==> config.mk <==
export PLATFORM = sky130hd
export DESIGN_NAME = seq_divider
export DESIGN_NICKNAME = d
export VERILOG_FILES = /design/src/rtl/divider_pkg.sv /design/src/rtl/div_step.sv /design/src/rtl/seq_divider.sv
export SDC_FILE = /design/constraint.sdc
export NUM_CORES = 1
export LEC_CHECK = 0
export ABC_CLOCK_PERIOD_IN_PS = 7100
export CAP_MARGIN = 20
export CORE_MARGIN = 2
export CORE_UTILIZATION = 31
export DETAILED_ROUTE_END_ITERATION = 16
export PLACE_DENSITY = 0.59
export SYNTH_ARGS = -nofsm -noshare
export SYNTH_HDL_FRONTEND = slang
export SYNTH_HIERARCHICAL = 1
export SYNTH_SLANG_ARGS = --single-unit
==> constraint.sdc <==
create_clock -name Clock -period 7.1 [get_ports Clock]
set_input_delay 0.71 -clock Clock [delete_from_list [all_inputs] [get_ports Clock]]
set_output_delay 0.71 -clock Clock [all_outputs]
set_load 0.02 [all_outputs]
==> src/rtl/divider_pkg.sv <==
// Shared types and helpers for the sequential radix-2 restoring divider.
package divider_pkg;

    typedef enum logic [1:0] {
        IDLE   = 2'd0,
        ITER   = 2'd1,
        FINISH = 2'd2
    } state_t;

    localparam int unsigned MAX_OPERAND_W = 64;

    // Divide-by-zero quotient; each instance slices off its own width.
    localparam logic [MAX_OPERAND_W-1:0] DBZ_QUOTIENT = '1;

    function automatic int unsigned clog2(input int unsigned value);
        int unsigned result;
        int unsigned v;
        result = 0;
        v      = (value > 0) ? value - 1 : 0;
        while (v != 0) begin
            result = result + 1;
            v      = v >> 1;
        end
        return result;
    endfunction

endpackage

==> src/rtl/div_step.sv <==
// One restoring-division iteration: shift, trial-subtract the divisor, restore on borrow.
module div_step
    import divider_pkg::*;
#(
    parameter int unsigned OPERAND_W = 8
) (
    input  logic [OPERAND_W-1:0] i_rem,
    input  logic [OPERAND_W-1:0] i_dvd,
    input  logic [OPERAND_W-1:0] i_dsr,
    output logic [OPERAND_W-1:0] o_rem,
    output logic [OPERAND_W-1:0] o_dvd,
    output logic                 o_qbit
);

    logic [OPERAND_W:0] w_shifted;
    logic [OPERAND_W:0] w_diff;

    // Remainder < divisor on entry, so the top bit of the difference is exactly the borrow.
    assign w_shifted = {i_rem, i_dvd[OPERAND_W-1]};
    assign w_diff    = w_shifted - {1'b0, i_dsr};
    assign o_qbit    = ~w_diff[OPERAND_W];
    assign o_rem     = o_qbit ? w_diff[OPERAND_W-1:0] : w_shifted[OPERAND_W-1:0];
    assign o_dvd     = {i_dvd[OPERAND_W-2:0], 1'b0};

endmodule

==> src/rtl/seq_divider.sv <==
// Iterative signed/unsigned divider: one quotient bit per clock, Busy/Done handshake,
// divide-by-zero flag and back-to-back acceptance in the Done cycle.
module seq_divider
    import divider_pkg::*;
#(
    parameter int unsigned OPERAND_W = 8,
    parameter int unsigned CNT_W     = clog2(OPERAND_W) + 1
) (
    input  logic                 Clock,
    input  logic                 nReset,
    input  logic                 Req,
    input  logic                 Signed,
    input  logic [OPERAND_W-1:0] Operand1,
    input  logic [OPERAND_W-1:0] Operand2,
    output logic [OPERAND_W-1:0] Quotient,
    output logic [OPERAND_W-1:0] Remainder,
    output logic                 Done,
    output logic                 Busy,
    output logic                 DivByZero
);

    localparam logic [OPERAND_W-1:0] DBZ_Q    = DBZ_QUOTIENT[OPERAND_W-1:0];
    localparam logic [CNT_W-1:0]     LAST_CNT = CNT_W'(OPERAND_W - 1);

    state_t                 r_state;
    state_t                 w_state_nxt;

    logic [OPERAND_W-1:0]   r_rem,   w_rem_nxt;
    logic [OPERAND_W-1:0]   r_dvd,   w_dvd_nxt;
    logic [OPERAND_W-1:0]   r_dsr,   w_dsr_nxt;
    logic                   r_qneg,  w_qneg_nxt;
    logic                   r_rneg,  w_rneg_nxt;
    logic [CNT_W-1:0]       r_cnt,   w_cnt_nxt;
    logic [OPERAND_W-1:0]   r_quot,  w_quot_nxt;
    logic [OPERAND_W-1:0]   r_remd,  w_remd_nxt;
    logic                   r_done,  w_done_nxt;
    logic                   r_busy,  w_busy_nxt;
    logic                   r_dbz,   w_dbz_nxt;

    logic                   w_sign1;
    logic                   w_sign2;
    logic [OPERAND_W-1:0]   w_mag1;
    logic [OPERAND_W-1:0]   w_mag2;
    logic                   w_div_zero;

    logic [OPERAND_W-1:0]   w_step_rem;
    logic [OPERAND_W-1:0]   w_step_dvd;
    logic                   w_step_qbit;
    logic [OPERAND_W-1:0]   w_step_quot;
    logic [OPERAND_W-1:0]   w_q_final;
    logic [OPERAND_W-1:0]   w_r_final;

    // Operand magnitudes and result signs for a request presented this cycle.
    assign w_sign1    = Signed & Operand1[OPERAND_W-1];
    assign w_sign2    = Signed & Operand2[OPERAND_W-1];
    assign w_mag1     = w_sign1 ? (~Operand1 + OPERAND_W'(1)) : Operand1;
    assign w_mag2     = w_sign2 ? (~Operand2 + OPERAND_W'(1)) : Operand2;
    assign w_div_zero = (Operand2 == '0);

    div_step #(
        .OPERAND_W (OPERAND_W)
    ) u_div_step (
        .i_rem  (r_rem),
        .i_dvd  (r_dvd),
        .i_dsr  (r_dsr),
        .o_rem  (w_step_rem),
        .o_dvd  (w_step_dvd),
        .o_qbit (w_step_qbit)
    );

    // Dividend bits leave at the top while quotient bits fill in at the bottom.
    assign w_step_quot = w_step_dvd | {{(OPERAND_W-1){1'b0}}, w_step_qbit};
    assign w_q_final   = r_qneg ? (~w_step_quot + OPERAND_W'(1)) : w_step_quot;
    assign w_r_final   = r_rneg ? (~w_step_rem  + OPERAND_W'(1)) : w_step_rem;

    // Results are produced on the edge entering FINISH so they are valid alongside Done.
    always_comb begin
        w_state_nxt = r_state;
        w_rem_nxt   = r_rem;
        w_dvd_nxt   = r_dvd;
        w_dsr_nxt   = r_dsr;
        w_qneg_nxt  = r_qneg;
        w_rneg_nxt  = r_rneg;
        w_cnt_nxt   = r_cnt;
        w_quot_nxt  = r_quot;
        w_remd_nxt  = r_remd;
        w_dbz_nxt   = r_dbz;
        w_done_nxt  = 1'b0;
        w_busy_nxt  = 1'b0;

        case (r_state)
            IDLE, FINISH: begin
                if (Req) begin
                    w_dvd_nxt  = w_mag1;
                    w_dsr_nxt  = w_mag2;
                    w_rem_nxt  = '0;
                    w_cnt_nxt  = '0;
                    w_qneg_nxt = w_sign1 ^ w_sign2;
                    w_rneg_nxt = w_sign1;
                    if (w_div_zero) begin
                        w_state_nxt = FINISH;
                        w_quot_nxt  = DBZ_Q;
                        w_remd_nxt  = Operand1;
                        w_dbz_nxt   = 1'b1;
                        w_done_nxt  = 1'b1;
                    end else begin
                        w_state_nxt = ITER;
                        w_busy_nxt  = 1'b1;
                    end
                end else begin
                    w_state_nxt = IDLE;
                end
            end

            ITER: begin
                w_rem_nxt = w_step_rem;
                w_dvd_nxt = w_step_quot;
                w_cnt_nxt = r_cnt + CNT_W'(1);
                if (r_cnt == LAST_CNT) begin
                    w_state_nxt = FINISH;
                    w_quot_nxt  = w_q_final;
                    w_remd_nxt  = w_r_final;
                    w_dbz_nxt   = 1'b0;
                    w_done_nxt  = 1'b1;
                end else begin
                    w_busy_nxt  = 1'b1;
                end
            end

            default: begin
                w_state_nxt = IDLE;
            end
        endcase
    end

    always_ff @(posedge Clock or negedge nReset) begin
        if (!nReset) begin
            r_state <= IDLE;
        end else begin
            r_state <= w_state_nxt;
        end
    end

    always_ff @(posedge Clock or negedge nReset) begin
        if (!nReset) begin
            r_rem  <= '0;
            r_dvd  <= '0;
            r_dsr  <= '0;
            r_qneg <= 1'b0;
            r_rneg <= 1'b0;
            r_cnt  <= '0;
            r_quot <= '0;
            r_remd <= '0;
            r_done <= 1'b0;
            r_busy <= 1'b0;
            r_dbz  <= 1'b0;
        end else begin
            r_rem  <= w_rem_nxt;
            r_dvd  <= w_dvd_nxt;
            r_dsr  <= w_dsr_nxt;
            r_qneg <= w_qneg_nxt;
            r_rneg <= w_rneg_nxt;
            r_cnt  <= w_cnt_nxt;
            r_quot <= w_quot_nxt;
            r_remd <= w_remd_nxt;
            r_done <= w_done_nxt;
            r_busy <= w_busy_nxt;
            r_dbz  <= w_dbz_nxt;
        end
    end

    assign Quotient  = r_quot;
    assign Remainder = r_remd;
    assign Done      = r_done;
    assign Busy      = r_busy;
    assign DivByZero = r_dbz;

endmodule

==> qor.yml <==
layout:
  final_design_area_no_fill_um2: 3730
  antennaDiodeCount: 0
  nNetsFinal: 391
  layout.cells.non_filler: 494
  postLayoutCoreUtil_pct: 36.6
  post_route_cells_drive_above_1_share_pct: 8.66
  layout-area-overhead-vs-synth_pct: 16.4
setup_path:
  cp.arrival_ns: 3.94
  critical_path.endpoint_type: "flop"
  worstRegToRegCells: 13
  regToRegStartpoint: "r_dvd[7]"
  critical_path_required_ns: 7.25
  critical_path_launch_point_type: "flop"
  end_of_the_worst_register_to_register_path: "Remainder[7]"
  worstPathMaxFanout: 13
  setup.worst_path.class: "flop to flop"
  r2r_slack_ns: 3.31
clock_network:
  numClockSinks: 51
  cts_buffer_depth: 2
  post-cts-setup-buffer-count: 0
  ctsHtreeMaxLevel: 2
  postCtsResizedCells: 0
  tritoncts.num_buffers: 5
  clkLatencyLatePin_ns: 0.30
  clock_tree_from_tritoncts: "yes"
  hold_fix_buffers_cts: 0
  cts_root_buffer: "clkbuf_8"
  clk_pin_slew_ns: 0.09
placement:
  detailedPlacementHpwl_um: 5630
  place_area_um2: 3630
  numPortBuffers: 38
  gp_congestion: 0.815
  dpl.cell_count: 487
detailed_routing:
  first_pass_iters: 4
  postRouteAntennaNets: 0
  routed-via-count: 2539
  dr_wl_met3_um: 376
  met1_length_um: 3390
  route.top_layer_used: "met4"
  avgRoutedWirePerCell_um: 15.3
  postRouteWirelength_um: 7560
  post-route-drc-count: 0
  drt-vias-per-instance: 5.14
  detailedRoute.firstIterationViolations: 138
  detailroute.wirelength.met2_um: 3610
synthesis:
  ys_warns: 6
  post_synth_inst_count: 333
  synth.top_cells.by_count: "dfrtp_1, nand2_1, o21ai_0"
  edff_count_synth: 0
  yosys.cell_count.top_type: "dfrtp_1"
  synth.top_cell.area_share_pct: 39.8
  yosysSeqAreaShare_pct: 39.8
  syn-mean-instance-area_um2: 9.62
  syn_nets: 366
  flop_and_latch_count_out_of_synthesis: 51
  synth_area_leader_cell: "dfrtp_1"
  post_synth_num_cell_types: 59
  synth.top_cells.by_area: "dfrtp_1, ha_1, o21ai_0"
  synth_top_flop_cell: "dfrtp_1"
  async_flop_share_pct: 100
  syn_area_um2: 3200
floorplan:
  die_h_um: 106
  floorplan.initialDensity_pct: 31.4
  fp.dieArea_um2: 11200
  pin_count: 39
  die-width_um: 106
  core-area_um2: 10200
  placementRows: 37
pwr:
  vdd.ir_drop.worst_mv: 0.219
  power-per-cell-area_nw_per_um2: 568
  leakage_dissipation_nw: 1.53
global_route:
  grt_pass1_wl_um: 12800
  first_global_vias: 2573
  grt_use_total_pct: 14.2
  antenna_found_initial: 0
  global_route.overflow_total: 0
  grt_start_max_net_pins: 52
worst_hold_path:
  timing.hold.worst_path_depth: 2
  min_path_type: "flop to flop"
  min_delay_worst_endpoint: "DivByZero"
  hold_start: "DivByZero"
run:
  maxCapViolCount: 0
sta:
  max_slew.worst_pin.slew_ns: 1.01
  hold_violations: 0
  drv_slew: 0
  whs_ns: 0.483
  rsz0062_at_grt: "no"
  final.setup_skew_ns: 0.00781
  final.setup.tns_ns: 0
  fin_crit_sh_pct: 53.3
  worst_slew_margin_pct: 32.3
  timing.final.setup_violations: 0
  timing.final.crit_period_ns: 3.79
  achievable-frequency_mhz: 264
outcome:
  outcome: "finished clean"
-- layout make-up --
type | count | area [µm²]
Timing Repair Buffer | 40 | 390
Sequential cell | 51 | 1280
Clock buffer | 6 | 72.6
Fill cell | 1031 | 6450
Tap cell | 136 | 170
Multi-Input combinational cell | 242 | 1720
Inverter | 18 | 67.6
Clock inverter | 1 | 30.0
-- worst max-delay path by stage --
stage                  start            to  slack, ns  cells after the start
finish              r_dvd[7]  Remainder[7]       3.31                     13
global route        r_dvd[7]  Remainder[7]       3.10                     13
CTS                 r_dvd[7]  Remainder[7]       3.34                     13
detailed placement  r_dvd[7]  Remainder[7]       3.35                     13
global placement    r_dvd[7]  Remainder[7]       3.45                     13
floorplan           r_dvd[7]  Remainder[7]       3.67                     13
-- where the power goes --
group          leakage (nW)  internal, mW  switching (mW)
sequential            0.609         0.435           0.123
combinational         0.867         0.624           0.736
clock                0.0513         0.104          0.0952
total                  1.53          1.16           0.955
-- sequential cells by signal, indices dropped and copies added (netlist names) --
name / cells
Remainder: 8
r_state: 2
r_dsr: 8
r_rneg: 1
DivByZero: 1
Done: 1
r_qneg: 1
r_cnt: 4
r_dvd: 8
r_rem: 8
Busy: 1
Quotient: 8
-- metal layers --
layer  vias to the layer above  global-route usage (%)
li1                       1229                       -
met5                         -                       0
met4                         0                    4.89
met1                      1233                    18.6
met2                        63                    23.9
met3                        14                    2.35
-- cell families after synthesis --
logic type / count (synthesis) / share of synthesized area [%]
flip-flops: 51 / 39.8
other: 1 / 0.117
AO/OA/AOI/OAI: 87 / 18.3
adder cells (fa/ha/maj): 13 / 5.31
XOR/XNOR: 27 / 7.97
AND/OR/NAND/NOR: 95 / 15.4
multiplexers: 19 / 6.76
buffers and inverters: 40 / 6.37
-- stage by stage --
| stage | setup slack (ns) | total power [mW] |
|---|---|---|
| 6_report | 3.31 | 2.12 |
| 5_1_grt | 3.10 | 2.30 |
| 4_1_cts | 3.34 | 2.13 |
| 3_5_place_dp | 3.35 | 1.92 |
| 3_3_place_gp | 3.45 | 1.89 |
| 2_1_floorplan | 3.67 | 1.57 |
-- worst max-delay path: stages (launching register included) --
cell,delay (ns)
dfrtp_1,0.38
inv_1,0.07
ha_1,0.16
inv_1,0.06
fa_1,0.39
a21o_1,0.18
a21oi_2,0.24
o31ai_4,0.12
xor2_4,0.39
mux2_2,0.43
or4_1,0.59
o41ai_1,0.34
xor2_1,0.18
o211ai_1,0.10
-- layout by cell type, fill, tap and decap left out, drive strengths merged, types with 2 or more instances in the layout --
cell           count
nand3             10
nand3b             3
dfrtp             51
nor2              16
buf                3
clkbuf             6
inv               18
or4                8
nand2             38
o21bai             2
o211ai             2
a22o               6
nand2b             6
mux2              15
a21oi             15
xnor2             17
mux2i              4
nor2b              3
o22ai              4
o22a               5
a22oi              2
o41ai              3
clkdlybuf4s50     37
xor2              10
nor3               3
ha                12
a31oi              3
o21ai             30
o31ai              4
Note: power is estimated with default switching activity, not from simulation.
